### src/rtl/fifo_wr_arbiter_if.sv
`default_nettype none
// ============================================================================
//  Module   : fifo_wr_arbiter_if
//  Brief    : Requester-side and fifo-side signals of the write-port arbiter.
//  Revision : 1.0  initial release
// ============================================================================
interface fifo_wr_arbiter_if #(
   parameter int WIDTH   = 8,
   parameter int NUM_REQ = 4,
   parameter int IDX_W   = 2
);
   logic [NUM_REQ-1:0]       req;
   logic [NUM_REQ*WIDTH-1:0] req_data;
   logic [NUM_REQ-1:0]       req_ack;
   logic                     fifo_full;
   logic                     fifo_write_enb;
   logic [WIDTH-1:0]         fifo_data_in;
   logic [NUM_REQ-1:0]       grant;
   logic [IDX_W-1:0]         grant_idx;
   logic                     busy;

   modport master (
      input  req, req_data, fifo_full,
      output req_ack, fifo_write_enb, fifo_data_in, grant, grant_idx, busy
   );

   modport slave (
      output req, req_data, fifo_full,
      input  req_ack, fifo_write_enb, fifo_data_in, grant, grant_idx, busy
   );
endinterface
`default_nettype wire

### src/rtl/fifo_wr_arbiter.sv
`default_nettype none
// ============================================================================
//  Module   : fifo_wr_arbiter
//  Brief    : Round-robin, burst-limited sharing of one fifo write port.
//  Revision : 1.0  initial release
// ============================================================================
module fifo_wr_arbiter #(
   parameter int WIDTH   = 8,
   parameter int NUM_REQ = 4,
   parameter int BURST   = 4,
   parameter int IDX_W   = 2
) (
   input  wire logic          clock,
   input  wire logic          reset,
   fifo_wr_arbiter_if.master  bus
);
   localparam int                 c_CNT_W     = $clog2(BURST) + 1;
   localparam logic [c_CNT_W-1:0] c_LAST_BEAT = c_CNT_W'(BURST - 1);
   localparam logic [IDX_W-1:0]   c_IDX_LAST  = IDX_W'(NUM_REQ - 1);
   localparam logic [IDX_W:0]     c_NUM       = (IDX_W + 1)'(NUM_REQ);

   typedef enum logic [0:0] {
      ST_IDLE = 1'b0,
      ST_XFER = 1'b1
   } state_t;

   state_t             r_state, w_state_nxt;
   logic [NUM_REQ-1:0] r_grant, w_grant_nxt;
   logic [IDX_W-1:0]   r_grant_idx, w_grant_idx_nxt;
   logic [IDX_W-1:0]   r_last, w_last_nxt;
   logic [c_CNT_W-1:0] r_count, w_count_nxt;
   logic [IDX_W-1:0]   w_sel_idx;
   logic [IDX_W-1:0]   w_slice_idx;
   logic [IDX_W:0]     w_cand;
   logic               w_found;
   logic               w_owner_req;
   logic               w_wr_en;
   logic [WIDTH-1:0]   w_words [NUM_REQ];

   for (genvar gi = 0; gi < NUM_REQ; gi++) begin : g_unpack
      assign w_words[gi] = bus.req_data[gi*WIDTH +: WIDTH];
   end

   // Rotating priority search starting just after the previous owner.
   always_comb begin
      w_found   = 1'b0;
      w_sel_idx = '0;
      w_cand    = '0;
      for (int k = 1; k <= NUM_REQ; k++) begin
         w_cand = {1'b0, r_last} + (IDX_W + 1)'(k);
         if (w_cand >= c_NUM) begin
            w_cand = w_cand - c_NUM;
         end
         if (!w_found && bus.req[w_cand[IDX_W-1:0]]) begin
            w_found   = 1'b1;
            w_sel_idx = w_cand[IDX_W-1:0];
         end
      end
   end

   assign w_owner_req = bus.req[r_grant_idx];
   assign w_wr_en     = (r_state == ST_XFER) && w_owner_req && !bus.fifo_full;
   assign w_slice_idx = (r_state == ST_XFER) ? r_grant_idx : '0;

   assign bus.fifo_write_enb = w_wr_en;
   assign bus.fifo_data_in   = w_words[w_slice_idx];
   assign bus.req_ack        = r_grant & {NUM_REQ{w_wr_en}};
   assign bus.grant          = r_grant;
   assign bus.grant_idx      = r_grant_idx;
   assign bus.busy           = (r_state == ST_XFER);

   always_comb begin
      w_state_nxt     = r_state;
      w_grant_nxt     = r_grant;
      w_grant_idx_nxt = r_grant_idx;
      w_last_nxt      = r_last;
      w_count_nxt     = r_count;
      case (r_state)
         ST_IDLE: begin
            if (w_found) begin
               w_state_nxt            = ST_XFER;
               w_grant_nxt            = '0;
               w_grant_nxt[w_sel_idx] = 1'b1;
               w_grant_idx_nxt        = w_sel_idx;
               w_last_nxt             = w_sel_idx;
               w_count_nxt            = '0;
            end
         end
         ST_XFER: begin
            // A withdrawn request or the final beat of a burst both end the grant.
            if (!w_owner_req || (w_wr_en && (r_count == c_LAST_BEAT))) begin
               w_state_nxt = ST_IDLE;
               w_grant_nxt = '0;
               w_count_nxt = '0;
            end else if (w_wr_en) begin
               w_count_nxt = r_count + c_CNT_W'(1);
            end
         end
         default: begin
            w_state_nxt = ST_IDLE;
            w_grant_nxt = '0;
         end
      endcase
   end

   always_ff @(posedge clock) begin
      if (reset) begin
         r_state     <= ST_IDLE;
         r_grant     <= '0;
         r_grant_idx <= '0;
         r_last      <= c_IDX_LAST;
         r_count     <= '0;
      end else begin
         r_state     <= w_state_nxt;
         r_grant     <= w_grant_nxt;
         r_grant_idx <= w_grant_idx_nxt;
         r_last      <= w_last_nxt;
         r_count     <= w_count_nxt;
      end
   end
endmodule
`default_nettype wire
### src/flat_wrapper.sv
// flat-port wrapper written by rule: the top's interface ports become plain ports
module fifo_wr_arbiter_flat 
#(
   parameter int WIDTH   = 8,
   parameter int NUM_REQ = 4,
   parameter int BURST   = 4,
   parameter int IDX_W   = 2
)
  (clock, reset, bus_req, bus_req_data, bus_fifo_full, bus_req_ack, bus_fifo_write_enb, bus_fifo_data_in, bus_grant, bus_grant_idx, bus_busy);
  fifo_wr_arbiter_if #(.WIDTH(WIDTH), .NUM_REQ(NUM_REQ), .IDX_W(IDX_W)) bus_i ();
  input  wire logic clock;
  input  wire logic reset;
  input wire logic [$bits(bus_i.req)-1:0] bus_req;
  input wire logic [$bits(bus_i.req_data)-1:0] bus_req_data;
  input wire logic [$bits(bus_i.fifo_full)-1:0] bus_fifo_full;
  output wire logic [$bits(bus_i.req_ack)-1:0] bus_req_ack;
  output wire logic [$bits(bus_i.fifo_write_enb)-1:0] bus_fifo_write_enb;
  output wire logic [$bits(bus_i.fifo_data_in)-1:0] bus_fifo_data_in;
  output wire logic [$bits(bus_i.grant)-1:0] bus_grant;
  output wire logic [$bits(bus_i.grant_idx)-1:0] bus_grant_idx;
  output wire logic [$bits(bus_i.busy)-1:0] bus_busy;
  assign bus_i.req = bus_req;
  assign bus_i.req_data = bus_req_data;
  assign bus_i.fifo_full = bus_fifo_full;
  assign bus_req_ack = bus_i.req_ack;
  assign bus_fifo_write_enb = bus_i.fifo_write_enb;
  assign bus_fifo_data_in = bus_i.fifo_data_in;
  assign bus_grant = bus_i.grant;
  assign bus_grant_idx = bus_i.grant_idx;
  assign bus_busy = bus_i.busy;
  fifo_wr_arbiter #(.WIDTH(WIDTH), .NUM_REQ(NUM_REQ), .BURST(BURST), .IDX_W(IDX_W)) u_core (.clock(clock), .reset(reset), .bus(bus_i));
endmodule
### config.mk
export PLATFORM = sky130hd
export DESIGN_NAME = fifo_wr_arbiter_flat
export DESIGN_NICKNAME = d
export VERILOG_FILES = /design/src/rtl/fifo_wr_arbiter_if.sv /design/src/rtl/fifo_wr_arbiter.sv /design/src/flat_wrapper.sv
export SDC_FILE = /design/constraint.sdc
export NUM_CORES = 1
export LEC_CHECK = 0
export CORE_MARGIN = 2
export CORE_UTILIZATION = 33
export DETAILED_ROUTE_END_ITERATION = 8
export GPL_ROUTABILITY_DRIVEN = 0
export PLACE_DENSITY = 0.76
export SETUP_SLACK_MARGIN = 0.5
export SKIP_CTS_REPAIR_TIMING = 1
export SLEW_MARGIN = 20
export SYNTH_ARGS = -nofsm -noshare
export SYNTH_HDL_FRONTEND = slang
export SYNTH_SLANG_ARGS = --single-unit
### constraint.sdc
create_clock -name clock -period 1.8 [get_ports clock]
set_clock_uncertainty 0.2 [all_clocks]
set_input_delay 0.45 -clock clock [delete_from_list [all_inputs] [get_ports clock]]
set_output_delay 0.45 -clock clock [all_outputs]
set_load 0.01 [all_outputs]
==> impl_results.md <==
* Grt ovf at 0
* Initial core utilization at 34.8%
* Mapped Nets at 167
* Max Cap Viol at 0
* Power Density at around 550 nW/um2
* Ys Warns at 0
* Syn Inst Count at 126
* Hold Path Origin: u_core.r_count[2]
* Worst r2r path cells at 6
* Top cells by area, synth: dfxtp_1 25%, mux2i_1 9.4%, nor2b_1 6.5%
* Fill cell count at 217
* DRT antenna net count at 0
* Max transition margin at 76.0%
* CTS tree: done
* Num rows at 19
* Mapped Area at 961 um2
* Initial antenna violation count at 0
* Final Slew Violations at 0
* Crit-path max FO at 3
* Vias in the first global route at 1234
* Core box area at approximately 2800 um2
* Vias/cell at 5.46
* Main synth FF type: dfxtp_1
* Seq/Total Area, Yosys at 25.0%
* Number of I/O port buffers at 58
* Worst Setup SP: u_core.bus.grant_idx[1]
* Setup slack after layout at -0.431 ns
* First-pass GRT wire length at between 5000 and 6000 um
* DPL Wire Length at between 2000 and 3000 um
* RSZ-0062 raised after global routing: true
* Vias at 1299
* Distinct cells, synth at 31
* Worst min path class: register to register
* Fin Hold WS at 0.285 ns
* Final hold vios at 0
* Clk root buf: clkbuf_4
* IO Pins at 59
* Seq cells post-synth at 12
* Top post-synthesis cells by count: 16 x nor2_1, 12 x a21oi_1, 12 x dfxtp_1, 10 x nor2b_1, 10 x o21ai_0
* Leakage power at 0.865 nW
* Drt first pass iters at 4
* FF-to-FF Start: u_core.bus.grant_idx[1]
* Worst-Skew Late Latency at approximately 0.27 ns
* CP Data Arrival Time at 1.58 ns
* Post-synth EDFFs at 0
* Hold path depth at 2
* Num CTS Buffers at 3
* Largest net degree at the start of global routing at 27
* Die area at roughly 3400 um2
* Fmax at 0.448 GHz
* Max Root-Sink Buffers at 2
* Worst slew pin tran at approximately 0.36 ns
* Final setup viols at 20
* Synth top area share at 25.0%
* Area growth syn-to-layout at 100%
* Fraction of layout cells with a size suffix above 1 at approximately two fifths
* Worst setup EP type: output pin
* Req. time, crit path at 1.15 ns
* Antenna Cells at 0
* Reg area at 254 um2
* Multi-input gate area at 782 um2
* Routed len/inst at around 16 um
* Die Y at 58.0 um
* H-tree depth at 1
* Ys async rst share at 0%
* Final WL at ~3700 um
* VDD IR max at 0.429 mV
* Clk sinks at 12
* Most common cell in the netlist: nor2_1
* Total Routing Usage GR at roughly 20%
* Fin crit share at 124%
* Status: finished with violations
* CP startpoint kind: register
* WS Path Type: register to output pin
* Post-synth top area cell: dfxtp_1
* DRC at 0
* Area after DPL at 1730 um2
* Post-route cell area at 1920 um2
* Failing checks: setup timing
* Syn avg cell area at 7.63 um2
* Setup TNS at -4.42 ns
* 1st-iter DRT viols at 47
* Reg clk slew, reported paths at ~0.07 ns
* Tmin final at 2.23 ns
* Die width at 58.0 um
* Final #Nets at 250
==> registers in the layout (all words and copies together), names as in the netlist <==
signal / flops
u_core.r_last: 2
u_core.bus.busy: 1
u_core.bus.grant_idx: 2
u_core.bus.grant: 4
u_core.r_count: 3
==> path summary, 6_finish.rpt <==
path | end | slack [ns]
setup / recovery | bus_req_ack[3] | -0.43
setup reg to reg | u_core.r_count[1] | -0.14
hold / removal | u_core.r_count[2] | 0.29
hold reg to reg | u_core.r_count[2] | 0.29
==> metal layers <==
| layer | track usage, % | up-vias | routed length [um] |
|---|---|---|---|
| met5 | 0 | - | 0 |
| met4 | 6.98 | 0 | 65 |
| met3 | 4.02 | 10 | 372 |
| met2 | 36.2 | 75 | 1760 |
| met1 | 23.7 | 596 | 1510 |
| li1 | - | 618 | - |
==> stage by stage <==
step	setup WS (ns)	power (W)	utilization [%]	instances
finish	-0.431	0.00106	69.8	238
global route	-0.469	0.00111	69.8	238
CTS	-1.03	0.000985	63.7	230
detailed placement	-1.02	0.000822	62.9	227
global placement	-0.990	0.000809	62.9	227
floorplan	-0.130	0.000564	-	126
==> critical path, stage by stage (launching register included) <==
cell and delay [ns]:
dfxtp_2 0.34, mux4_2 0.55, nand2_4 0.12, nor2_4 0.04
and2_4 0.14, buf_6 0.11
==> kinds of logic after synthesis <==
group                    synth area share, %
multiplexers                            11.7
flip-flops                              25.0
adder cells (fa/ha/maj)                 2.60
AND/OR/NAND/NOR                         26.7
buffers and inverters                   4.69
XOR/XNOR                               0.912
AO/OA/AOI/OAI                           28.4
==> power by group <==
part	internal, W	leakage, nW	switching [W]
clock network	0.0000776	0.0138	0.0000869
logic	0.000326	0.749	0.000250
registers	0.000292	0.102	0.0000295
==> area by class of cell <==
| type | instances | area share (%) |
|---|---|---|
| repair buffers | 84 | 42.0 |
| multi-input cells | 103 | 40.6 |
| flip-flops and latches | 12 | 13.2 |
| well taps | 31 | 2.02 |
| clock buffers | 3 | 1.17 |
| inverters | 5 | 0.975 |
==> cell usage in the layout (no fill, tap or decap), types with 6 or more instances in the layout <==
master           instances
buf_4                   14
a31oi_1                  7
buf_2                    6
mux2i_1                  9
nor2b_1                  6
clkdlybuf4s50_1         32
o21ai_1                  8
a21oi_1                 10
nor2_1                  13
clkbuf_2                 8
buf_6                   16
No activity file was read; power rests on OpenSTA's default activity.
